--- src/rtl/alu_pkg.sv ---
// Shared ALUOp encodings, FSM state encoding and default datapath width for alu_iter.
package alu_pkg;

  localparam int unsigned DEFAULT_WIDTH = 64;

  localparam logic [3:0] OP_AND  = 4'b0000;
  localparam logic [3:0] OP_OR   = 4'b0001;
  localparam logic [3:0] OP_ADD  = 4'b0010;
  localparam logic [3:0] OP_MUL  = 4'b0011;
  localparam logic [3:0] OP_DIVU = 4'b0100;
  localparam logic [3:0] OP_REMU = 4'b0101;
  localparam logic [3:0] OP_SUB  = 4'b0110;
  localparam logic [3:0] OP_SLT  = 4'b0111;
  localparam logic [3:0] OP_SLL  = 4'b1000;
  localparam logic [3:0] OP_SRL  = 4'b1001;
  localparam logic [3:0] OP_SRA  = 4'b1010;
  localparam logic [3:0] OP_NOR  = 4'b1100;

  typedef enum logic [1:0] {
    ST_IDLE = 2'd0,
    ST_MUL  = 2'd1,
    ST_DIV  = 2'd2,
    ST_DONE = 2'd3
  } state_e;

endpackage

--- src/rtl/alu_iter_muldiv.sv ---
// Shared iterative datapath: shift-add multiplier and restoring divider on one register set.
// MUL: {acc,lo} starts as {0,b}, m=a; each step adds m when lo[0] and shifts right.
// DIV: {acc,lo} starts as {0,a}, m=b; each step shifts left and subtracts m when it fits.
module alu_iter_muldiv
  import alu_pkg::*;
#(
  parameter int unsigned WIDTH = DEFAULT_WIDTH
) (
  input  logic             clk,
  input  logic             reset,
  input  logic             start,
  input  logic             div_mode,
  input  logic             step,
  input  logic [WIDTH-1:0] a,
  input  logic [WIDTH-1:0] b,
  output logic             last_c,
  output logic [WIDTH-1:0] lo_c,
  output logic [WIDTH-1:0] acc_c
);

  localparam int unsigned CW = $clog2(WIDTH);

  logic [WIDTH-1:0] acc_q, acc_d;
  logic [WIDTH-1:0] lo_q, lo_d;
  logic [WIDTH-1:0] m_q, m_d;
  logic [CW-1:0]    cnt_q, cnt_d;
  logic             div_q, div_d;

  logic [WIDTH:0]   sum;
  logic [WIDTH:0]   mac;
  logic [WIDTH:0]   shl;
  logic [WIDTH:0]   trial;

  // Next-state for the shared accumulator / shifted operand / counter.
  always_comb begin
    acc_d = acc_q;
    lo_d  = lo_q;
    m_d   = m_q;
    cnt_d = cnt_q;
    div_d = div_q;
    sum   = {1'b0, acc_q} + {1'b0, m_q};
    mac   = lo_q[0] ? sum : {1'b0, acc_q};
    shl   = {acc_q, lo_q[WIDTH-1]};
    trial = shl - {1'b0, m_q};
    if (start) begin
      acc_d = '0;
      lo_d  = div_mode ? a : b;
      m_d   = div_mode ? b : a;
      cnt_d = '0;
      div_d = div_mode;
    end else if (step) begin
      cnt_d = cnt_q + CW'(1);
      if (div_q) begin
        // Borrow in the top bit means the divisor did not fit: restore.
        if (!trial[WIDTH]) begin
          acc_d = trial[WIDTH-1:0];
          lo_d  = {lo_q[WIDTH-2:0], 1'b1};
        end else begin
          acc_d = shl[WIDTH-1:0];
          lo_d  = {lo_q[WIDTH-2:0], 1'b0};
        end
      end else begin
        acc_d = mac[WIDTH:1];
        lo_d  = {mac[0], lo_q[WIDTH-1:1]};
      end
    end
    last_c = step && (cnt_q == CW'(WIDTH - 1));
    lo_c   = lo_d;
    acc_c  = acc_d;
  end

  // Datapath registers.
  always_ff @(posedge clk or posedge reset) begin
    if (reset) begin
      acc_q <= '0;
      lo_q  <= '0;
      m_q   <= '0;
      cnt_q <= '0;
      div_q <= 1'b0;
    end else begin
      acc_q <= acc_d;
      lo_q  <= lo_d;
      m_q   <= m_d;
      cnt_q <= cnt_d;
      div_q <= div_d;
    end
  end

endmodule

--- src/rtl/alu_iter.sv ---
// Handshaked EX-stage ALU: single-cycle logic/arith/shift ops plus iterative MUL/DIVU/REMU.
module alu_iter
  import alu_pkg::*;
#(
  parameter int unsigned WIDTH = DEFAULT_WIDTH,
  parameter int unsigned SHW   = $clog2(WIDTH)
) (
  input  logic             clk,
  input  logic             reset,
  input  logic             flush,
  input  logic             in_valid,
  output logic             in_ready,
  input  logic [WIDTH-1:0] a,
  input  logic [WIDTH-1:0] b,
  input  logic [3:0]       ALUOp,
  output logic             out_valid,
  input  logic             out_ready,
  output logic [WIDTH-1:0] Result,
  output logic             Zero,
  output logic             LessThan,
  output logic             LessThanS,
  output logic             busy
);

  state_e           state_q, state_d;
  logic [3:0]       op_q, op_d;
  logic [WIDTH-1:0] result_q, result_d;
  logic             zero_q, zero_d;
  logic             lt_q, lt_d;
  logic             lts_q, lts_d;
  logic             in_ready_q, in_ready_d;
  logic             out_valid_q, out_valid_d;
  logic             busy_q, busy_d;

  logic [WIDTH-1:0] single_c;
  logic             lts_c;
  logic [SHW-1:0]   shamt;
  logic             md_start;
  logic             md_step;
  logic             md_div;
  logic             md_last_c;
  logic [WIDTH-1:0] md_lo_c;
  logic [WIDTH-1:0] md_acc_c;

  assign lts_c   = $signed(a) < $signed(b);
  assign shamt   = b[SHW-1:0];
  assign md_div  = (ALUOp != OP_MUL);
  assign md_step = ((state_q == ST_MUL) || (state_q == ST_DIV)) && !flush;

  // Single-cycle result from the live operands; only used on the accept cycle.
  always_comb begin
    single_c = '0;
    case (ALUOp)
      OP_AND:  single_c = a & b;
      OP_OR:   single_c = a | b;
      OP_ADD:  single_c = a + b;
      OP_SUB:  single_c = a - b;
      OP_NOR:  single_c = ~(a | b);
      OP_SLL:  single_c = a << shamt;
      OP_SRL:  single_c = a >> shamt;
      OP_SRA:  single_c = WIDTH'($signed(a) >>> shamt);
      OP_SLT:  single_c = WIDTH'(lts_c);
      default: single_c = '0;
    endcase
  end

  // FSM next-state, result/flag capture and registered handshake decodes.
  always_comb begin
    state_d  = state_q;
    op_d     = op_q;
    result_d = result_q;
    zero_d   = zero_q;
    lt_d     = lt_q;
    lts_d    = lts_q;
    md_start = 1'b0;
    if (flush) begin
      state_d = ST_IDLE;
    end else begin
      case (state_q)
        ST_IDLE: begin
          if (in_valid) begin
            op_d   = ALUOp;
            zero_d = (a == b);
            lt_d   = (a < b);
            lts_d  = lts_c;
            if (ALUOp == OP_MUL) begin
              state_d  = ST_MUL;
              md_start = 1'b1;
            end else if ((ALUOp == OP_DIVU) || (ALUOp == OP_REMU)) begin
              state_d  = ST_DIV;
              md_start = 1'b1;
            end else begin
              result_d = single_c;
              state_d  = ST_DONE;
            end
          end
        end
        ST_MUL, ST_DIV: begin
          if (md_last_c) begin
            result_d = (op_q == OP_REMU) ? md_acc_c : md_lo_c;
            state_d  = ST_DONE;
          end
        end
        ST_DONE: begin
          if (out_ready) state_d = ST_IDLE;
        end
        default: state_d = ST_IDLE;
      endcase
    end
    in_ready_d  = (state_d == ST_IDLE);
    out_valid_d = (state_d == ST_DONE);
    busy_d      = (state_d == ST_MUL) || (state_d == ST_DIV);
  end

  // Control and result registers.
  always_ff @(posedge clk or posedge reset) begin
    if (reset) begin
      state_q     <= ST_IDLE;
      op_q        <= OP_AND;
      result_q    <= '0;
      zero_q      <= 1'b0;
      lt_q        <= 1'b0;
      lts_q       <= 1'b0;
      in_ready_q  <= 1'b1;
      out_valid_q <= 1'b0;
      busy_q      <= 1'b0;
    end else begin
      state_q     <= state_d;
      op_q        <= op_d;
      result_q    <= result_d;
      zero_q      <= zero_d;
      lt_q        <= lt_d;
      lts_q       <= lts_d;
      in_ready_q  <= in_ready_d;
      out_valid_q <= out_valid_d;
      busy_q      <= busy_d;
    end
  end

  alu_iter_muldiv #(.WIDTH(WIDTH)) u_muldiv (
    .clk      (clk),
    .reset    (reset),
    .start    (md_start),
    .div_mode (md_div),
    .step     (md_step),
    .a        (a),
    .b        (b),
    .last_c   (md_last_c),
    .lo_c     (md_lo_c),
    .acc_c    (md_acc_c)
  );

  assign in_ready  = in_ready_q;
  assign out_valid = out_valid_q;
  assign Result    = result_q;
  assign Zero      = zero_q;
  assign LessThan  = lt_q;
  assign LessThanS = lts_q;
  assign busy      = busy_q;

endmodule

--- config.mk ---
export PLATFORM = sky130hd
export DESIGN_NAME = alu_iter
export DESIGN_NICKNAME = d
export VERILOG_FILES = /design/src/rtl/alu_pkg.sv /design/src/rtl/alu_iter_muldiv.sv /design/src/rtl/alu_iter.sv
export SDC_FILE = /design/constraint.sdc
export NUM_CORES = 2
export LEC_CHECK = 0
export CORE_ASPECT_RATIO = 1.1
export CORE_MARGIN = 3
export CORE_UTILIZATION = 40
export CTS_BUF_LIST = sky130_fd_sc_hd__clkbuf_8 sky130_fd_sc_hd__clkbuf_16
export DETAILED_ROUTE_END_ITERATION = 8
export HOLD_SLACK_MARGIN = 0.15
export PLACE_DENSITY_LB_ADDON = 0.08
export SLEW_MARGIN = 10
export SYNTH_ARGS = -nofsm -noshare
export SYNTH_HDL_FRONTEND = slang
export SYNTH_SLANG_ARGS = --single-unit
--- constraint.sdc ---
create_clock -name clk -period 14.6 [get_ports clk]
set_input_delay 1.46 -clock clk [delete_from_list [all_inputs] [get_ports clk]]
set_output_delay 1.46 -clock clk [all_outputs]
set_load 0.02 [all_outputs]
==> reports/results.ini <==
[sta]
fin_hold_ws_ns=0.532
drv_slew=0
finalSetupViolCount=0
relSlewSlack_pct=4.78
max_freq_ghz=0.150
tightestPinTransition_ns=1.39
setup_slack_ns=7.92
finalClockSkew_ns=0.0598
fin_tns_setup_ns=0
rsz0062_at_grt=false
hold_viol=0
finalCriticalPeriod_ns=6.68
period_share_pct=45.7

[floorplanning]
rows=127
die_w_um=323
die_h_um=355
ios=207
core_um2=109000
dieArea_um2=115000
start_util_pct=40.5

[power_and_ir_drop]
p_leak_uw=0.0202
vdd_drop_max_mv=0.108
p_per_area_nw_per_um2=179

[routing]
routed_via_density=6.95
avgRoutedWirePerCell_um=34.0
dr.pass1.iters=9
drt_iter0_drc=7241
antenna_left=0
num_vias=51700
drt_wl_total_mm=253
remaining_drc_errors=0

[synthesis]
syn-num-nets=6598
synth-main-ff-cell=dfrtp_1
synthArstFlopShare_pct=100
syn_area_per_cell_um2=7.25
netlist.area_leader.share_pct=15.5
synth_edf_count=0
synth_area_um2=44300
synth_commonest_cells=778 x nand2_1, 593 x nor2_1, 542 x o21ai_0
synth_top_cell_by_area=dfrtp_1
yosys-top-cells-area=dfrtp_1 15%, ha_1 9.8%, nand2_1 6.6%, mux4_2 6.5%, o21ai_0 6.1%
yosysMostFrequentCell=nand2_1
synth.distinct_cells=102
synthCells=6111
yosys_warnings=0
ys_ff_latch=275
synth_seq_area_share_pct=15.5

[critical_path]
cp-end-kind=register
cp_num_buf_inv=3
required_ns=15.09
cp.arrival_ns=7.17
worstPathMaxFanout=79
critPathLaunchType=input pin
slowest_stage=o21ai_0
cp_top_family=compound AO/OA/AOI/OAI gates
slowest_delay_ns=0.93
crit_type=input pin to register
path_cells=buf_6 -> inv_2 -> fa_1 -> nor2b_1 -> o2111ai_1 -> a21o_1 -> a2111oi_1 -> buf_4 -> a21o_1 -> a31oi_1 -> o21ai_0 -> xnor2_1 -> nand2_1 -> a31oi_1 -> a221o_1

[global_route]
antenna_found_initial=15
grt_pass1_vias=47600
overflow=0
grt_max_degree=137
grt_pass1_wl_mm=354
track_usage_pct=42.2

[clock_tree]
path_clk_slew_ns=0.06
cts_tree=yes
cts_resized=0
clkSinkCount=275
ctsHtreeMaxLevel=2
cts_buffer_depth=3
numCtsBuffers=34
cts_setup_buffers=0
cts_hold_buf=0
clk_latency_ns=0.60
cts_root_buf=clkbuf_16

[min_path]
hold_path.class=register to register

[cells_and_area]
stdcell_area_um2=48400
utilization_pct=44.2
layout.nets=6477
layout-drive-gt1-share_pct=7.39
n_fill_cell=11400
syn_to_final_growth_pct=9.25

[placed_design]
portBuffers=206
dp_slack_ns=7.65
place_area_um2=47300
gp_congestion=1.10
dpl.hpwl_mm=196

[outcome]
status=complete, no violations

[run]
cap_violations=0

stage by stage:
stage	std cells	power [uW]
6_report	7437	8650
3_5_place_dp	7373	7540
2_1_floorplan	6111	5420
5_1_grt	7433	9140
3_3_place_gp	7373	7550
4_1_cts	7429	8450
cells in the final DEF (no fill, tap or decap), drive strengths merged, types with 161 or more instances in the layout:
master	n
o211ai	161
nand2	778
ha	346
o21ai	553
inv	310
mux2i	245
nor2	594
dfrtp	274
a21oi	531
clkdlybuf4s50	200
registers in the layout, summed over array words and instances, names as in the netlist, 2 cells and up:
name	count
Result	64
u_muldiv.cnt_q	6
u_muldiv.m_q	64
op_q	4
u_muldiv.acc_q	64
u_muldiv.lo_q	64
state_q	2
tightest hold or removal path: stages (launching register included):
cell and delay (ns):
dfrtp_1 0.35, nor2_1 0.05, a21oi_1 0.10
area by class of cell:
cell class / count / area [um2] / area share (%)
clock buffers: 39 / 931 / 1.92
multi-input cells: 5041 / 34500 / 71.2
flip-flops and latches: 275 / 6890 / 14.2
diodes: 8 / 20.0 / 0.0413
well taps: 1419 / 1780 / 3.67
clock inverters: 17 / 139 / 0.287
repair buffers: 332 / 3040 / 6.27
inverters: 306 / 1160 / 2.39
layer usage:
metal	up-vias	routed length (um)	GRT usage, %
met5	-	38	0
met4	6	14400	20.0
met3	581	28200	9.70
met2	3351	106000	62.4
met1	25400	104000	57.9
li1	22400	-	-
cell families (layout without fill, tap and decap cells):
family / count (synthesis) / count (layout) / synth area share (%)
AO/OA/AOI/OAI: 2202 / 2202 / 32.5
AND/OR/NAND/NOR: 1959 / 1959 / 19.6
buffers and inverters: 795 / 694 / 7.03
multiplexers: 407 / 407 / 12.9
adder cells (fa/ha/maj): 350 / 350 / 9.95
flip-flops: 275 / 275 / 15.5
XOR/XNOR: 123 / 123 / 2.43
other: 0 / 8 / 0
where the power goes:
part / total, uW / switching, uW / internal, uW
Clock: 870 / 380 / 490
Sequential: 1570 / 468 / 1110
Combinational: 6200 / 4030 / 2170
Total: 8650 / 4880 / 3770
path summary, 6_finish.rpt:
check / depth (start not counted) / endpoint / start / slack (ns)
min: 2 / Result[16] / Result[16] / 0.53
max: 15 / Result[54] / b[1] / 7.92
max reg2reg: 15 / Result[57] / u_muldiv.lo_q[63] / 8.59
max in group asynchronous: 3 / Result[52] / reset / 11.70
min reg2reg: 2 / Result[16] / Result[16] / 0.53
min in group asynchronous: 2 / Result[9] / reset / 1.33
Note: power is estimated with default switching activity, not from simulation.
